[src/rtl/pipe_pkg.sv]
// Shared types for the pipeline stage-boundary registers.
// Stall counter width is used when PIPE_SKID_STALL_CNT_EN is defined.
package pipe_pkg;

    localparam int STALL_CNT_W = 16;

    typedef enum logic [1:0] {
        EMPTY = 2'd0,
        ONE   = 2'd1,
        FULL  = 2'd2
    } pipe_state_t;

endpackage

[src/rtl/pipe_skid_reg.sv]
// Two-entry skid register for a valid/ready stage boundary.
// Define PIPE_SKID_STALL_CNT_EN to add the saturating stall_cnt output.
module pipe_skid_reg
    import pipe_pkg::*;
#(
    parameter int DATA_W        = 70,
    parameter bit ZERO_ON_EMPTY = 1'b1
) (
    input  logic              clk,
    input  logic              reset,
    input  logic              flush,
    input  logic              in_valid,
    output logic              in_ready,
    input  logic [DATA_W-1:0] in_data,
    output logic              out_valid,
    input  logic              out_ready,
    output logic [DATA_W-1:0] out_data,
    output logic [1:0]        occupancy
`ifdef PIPE_SKID_STALL_CNT_EN
    ,
    output logic [STALL_CNT_W-1:0] stall_cnt
`endif
);

    pipe_state_t       state_q, state_d;
    logic [DATA_W-1:0] main_q, main_d;
    logic [DATA_W-1:0] skid_q, skid_d;
    logic              accept;
    logic              pop;

    // Handshake outputs come from registered state only.
    assign in_ready  = (state_q != FULL);
    assign out_valid = (state_q != EMPTY);
    assign out_data  = main_q;
    assign occupancy = state_q;

    assign accept = in_valid & in_ready;
    assign pop    = out_valid & out_ready;

    always_comb begin
        state_d = state_q;
        main_d  = main_q;
        skid_d  = skid_q;
        if (flush) begin
            state_d = EMPTY;
            main_d  = '0;
            skid_d  = '0;
        end else begin
            unique case (state_q)
                EMPTY: begin
                    if (accept) begin
                        state_d = ONE;
                        main_d  = in_data;
                    end
                end
                ONE: begin
                    if (accept && pop) begin
                        main_d = in_data;
                    end else if (accept) begin
                        state_d = FULL;
                        skid_d  = in_data;
                    end else if (pop) begin
                        state_d = EMPTY;
                        main_d  = ZERO_ON_EMPTY ? '0 : main_q;
                    end
                end
                FULL: begin
                    if (pop) begin
                        state_d = ONE;
                        main_d  = skid_q;
                        skid_d  = ZERO_ON_EMPTY ? '0 : skid_q;
                    end
                end
                default: begin
                    state_d = EMPTY;
                    main_d  = '0;
                    skid_d  = '0;
                end
            endcase
        end
    end

    always_ff @(posedge clk or posedge reset) begin
        if (reset) begin
            state_q <= EMPTY;
            main_q  <= '0;
            skid_q  <= '0;
        end else begin
            state_q <= state_d;
            main_q  <= main_d;
            skid_q  <= skid_d;
        end
    end

`ifdef PIPE_SKID_STALL_CNT_EN
    logic [STALL_CNT_W-1:0] stall_q;

    // Saturates; flush deliberately leaves the count alone.
    always_ff @(posedge clk or posedge reset) begin
        if (reset) begin
            stall_q <= '0;
        end else if (out_valid && !out_ready && (stall_q != '1)) begin
            stall_q <= stall_q + 1'b1;
        end
    end

    assign stall_cnt = stall_q;
`endif

endmodule

[config.mk]
export PLATFORM = sky130hd
export DESIGN_NAME = pipe_skid_reg
export DESIGN_NICKNAME = d
export VERILOG_FILES = /design/src/rtl/pipe_pkg.sv /design/src/rtl/pipe_skid_reg.sv
export SDC_FILE = /design/constraint.sdc
export NUM_CORES = 1
export LEC_CHECK = 0
export BUFFER_PORTS_ARGS = -buffer_cell sky130_fd_sc_hd__buf_2
export CAP_MARGIN = 15
export CORE_MARGIN = 3
export CORE_UTILIZATION = 50
export DETAILED_ROUTE_END_ITERATION = 10
export PLACE_DENSITY = 0.77
export SLEW_MARGIN = 5
export SYNTH_ARGS = -nofsm -noshare
export SYNTH_HDL_FRONTEND = slang
export SYNTH_SLANG_ARGS = --single-unit
[constraint.sdc]
create_clock -name clk -period 5 [get_ports clk]
set_clock_uncertainty 0.1 [all_clocks]
set_input_delay 1 -clock clk [delete_from_list [all_inputs] [get_ports clk]]
set_output_delay 1 -clock clk [all_outputs]
set_load 0.02 [all_outputs]
==> results.cfg <==
[run_status]
status = finished clean

[min_path]
holdCritPathClass = reg2reg
whs_path_depth = 1

[detailed_routing]
dr.pass1.iters = 4
wire_per_inst_um = 17.7
vias = 5392
drt_iter0_drc = 385
viasPerCell = 5.65
drc = 0
drtAntennaViolNets = 0
drt-total-wl_um = 16800

[layout]
finish.utilization = 0.607
area_growth_pct = 16.7
drive_above_1_share = 0.258
diodes = 0
fin_nets = 837

[worst_setup_path]
crit_path_start_kind = flip-flop
crit_cells = 3
endpoint_kind = output pin
rr_worst_depth = 5
required_ns = 3.90
worst-path-buf-inv = 2
worstPathCellList = buf_4, or2_2, buf_2
crit_path_max_fanout = 60
crit_type = reg2out
slowest_delay_ns = 0.86
slowest_stage = buf_4
cp_top_family = buffers and inverters
arrival_ns = 2.36

[die]
dieArea_sq_um = 16200
rows = 43
chipWidth_um = 127
coreArea_sq_um = 14100
start_util = 0.520
die_h_um = 127
io_pins = 149

[sta]
min_period_ns = 3.46
rsz0062_at_grt = false
fin_crit_sh = 0.691
fin_tns_setup_ns = 0
hold_violations = 0
fmax_mhz = 289
slew_viol_final = 0
setup_violations = 0
slew_headroom = 0.298
worst_pin_slew_ns = 1.05

[power]
power_density_nw_per_um2 = 354
vdd_drop_max_mv = 0.210
p_leak_uw = 0.00403

[cts]
cts.sinks = 142
hold_buffers = 0
cts_buffer_depth = 2
tritoncts = done
cts_buffers = 17
post_cts_resized = 0
cts_max_level = 4
insertion_delay_ns = 0.41
postCtsSetupBuffers = 0
path_clk_slew_ns = 0.06
root_buffer = clkbuf_16

[placement]
routabilityCongestion = 0.755
port-buffer-count = 148
dpl.hpwl_um = 11000

[run]
cap_violations = 0

[synthesis]
yosysUniqueCellTypes = 26
syn_area_sq_um = 7360
syn_avg_cell_area_sq_um = 11.5
synth.net_count = 714
synth_cells = 639
yosysWarnings = 0
ys_seq_elements = 142
seq_area_frac_synth = 0.483

[global_route]
grt_pass1_wl_um = 28100
antenna_found_initial = 0
grt_max_degree = 111
grt-ovfl-total = 0
grt_pass1_vias = 5563
grtUsageTotal = 0.214
synthesized netlist by cell type:
cell type / number / share of area
a211oi_1: 1 / 0.0010
a21oi_1: 1 / 0.00068
a22o_1: 70 / 0.083
a2bb2oi_2: 1 / 0.0020
and2b_1: 1 / 0.0010
buf_1: 1 / 0.00051
buf_2: 10 / 0.0068
buf_4: 15 / 0.015
buf_6: 14 / 0.021
buf_8: 7 / 0.014
clkbuf_1: 7 / 0.0036
dfrtp_1: 142 / 0.48
inv_1: 71 / 0.036
mux2i_1: 140 / 0.19
mux2i_4: 2 / 0.0061
nand2_1: 72 / 0.037
nand2b_1: 1 / 0.00085
nor2_1: 4 / 0.0020
nor2_2: 1 / 0.00085
nor2_4: 2 / 0.0031
nor2_8: 1 / 0.0027
nor2b_1: 2 / 0.0017
o22a_2: 1 / 0.0014
o2bb2ai_1: 70 / 0.083
or2_2: 1 / 0.00085
or3b_2: 1 / 0.0012
through the flow:
step           hold WS (ns)  instances  area (sq um)  total power (uW)  setup slack [ns]
2_1_floorplan         0.397        639          7360              1640            0.0904
3_3_place_gp          0.384        922          7960              1760              2.00
3_5_place_dp          0.386        922          7960              1780              1.92
4_1_cts               0.401        953          8560              3070              1.54
5_1_grt               0.414        954          8590              3170              1.47
6_report              0.393        954          8590              3040              1.54
placed cells by master, fill, tap and decap left out, drive strengths merged:
| master | instances |
|---|---|
| a211oi | 1 |
| a21oi | 1 |
| a22o | 70 |
| a2bb2oi | 1 |
| and2b | 1 |
| buf | 158 |
| bufinv | 3 |
| clkbuf | 24 |
| clkinv | 4 |
| dfrtp | 142 |
| inv | 71 |
| mux2i | 142 |
| nand2 | 72 |
| nand2b | 1 |
| nor2 | 8 |
| nor2b | 2 |
| o22a | 1 |
| o2bb2ai | 70 |
| or2 | 1 |
| or3b | 1 |
worst paths after layout:
kind	startpoint	slack, ns	to
setup / recovery	occupancy[1]	1.54	out_valid
hold / removal	out_data[34]	0.39	out_data[34]
max in group asynchronous	reset	3.05	out_data[56]
setup reg to reg	occupancy[0]	2.15	out_data[62]
min in group asynchronous	reset	0.69	out_data[0]
hold reg to reg	out_data[34]	0.39	out_data[34]
sequential cells by signal (all words and copies together) (netlist names):
signal	count
out_data	70
skid_q	70
occupancy	2
layout make-up:
type                    instances  area [sq um]
flip-flops and latches        142          3560
clock inverters                 7           110
multi-input cells             372          3100
well taps                     180           225
inverters                      71           272
repair buffers                158           836
clock buffers                  24           492
fillers                      1191          5560
layer usage:
metal,up-vias,global-route usage,share of wire
met5,-,0,0
met4,0,0.0732,0.017
met3,20,0.0502,0.061
met2,168,0.346,0.49
met1,2698,0.285,0.44
li1,2506,-,-
kinds of logic after synthesis:
family,Yosys count,share of synthesized area
buffers and inverters,125,0.0981
muxes,142,0.196
AOI/OAI and AO/OA,144,0.172
and+or+nand+nor,86,0.0510
DFF,142,0.483
where the power goes:
| part | switching [uW] | total (uW) | leakage [uW] | internal [uW] |
|---|---|---|---|---|
| registers | 54.9 | 1280 | 0.00192 | 1230 |
| clock network | 455 | 1290 | 0.000300 | 832 |
| logic | 289 | 473 | 0.00181 | 184 |
(Power assumes the default switching activity.)
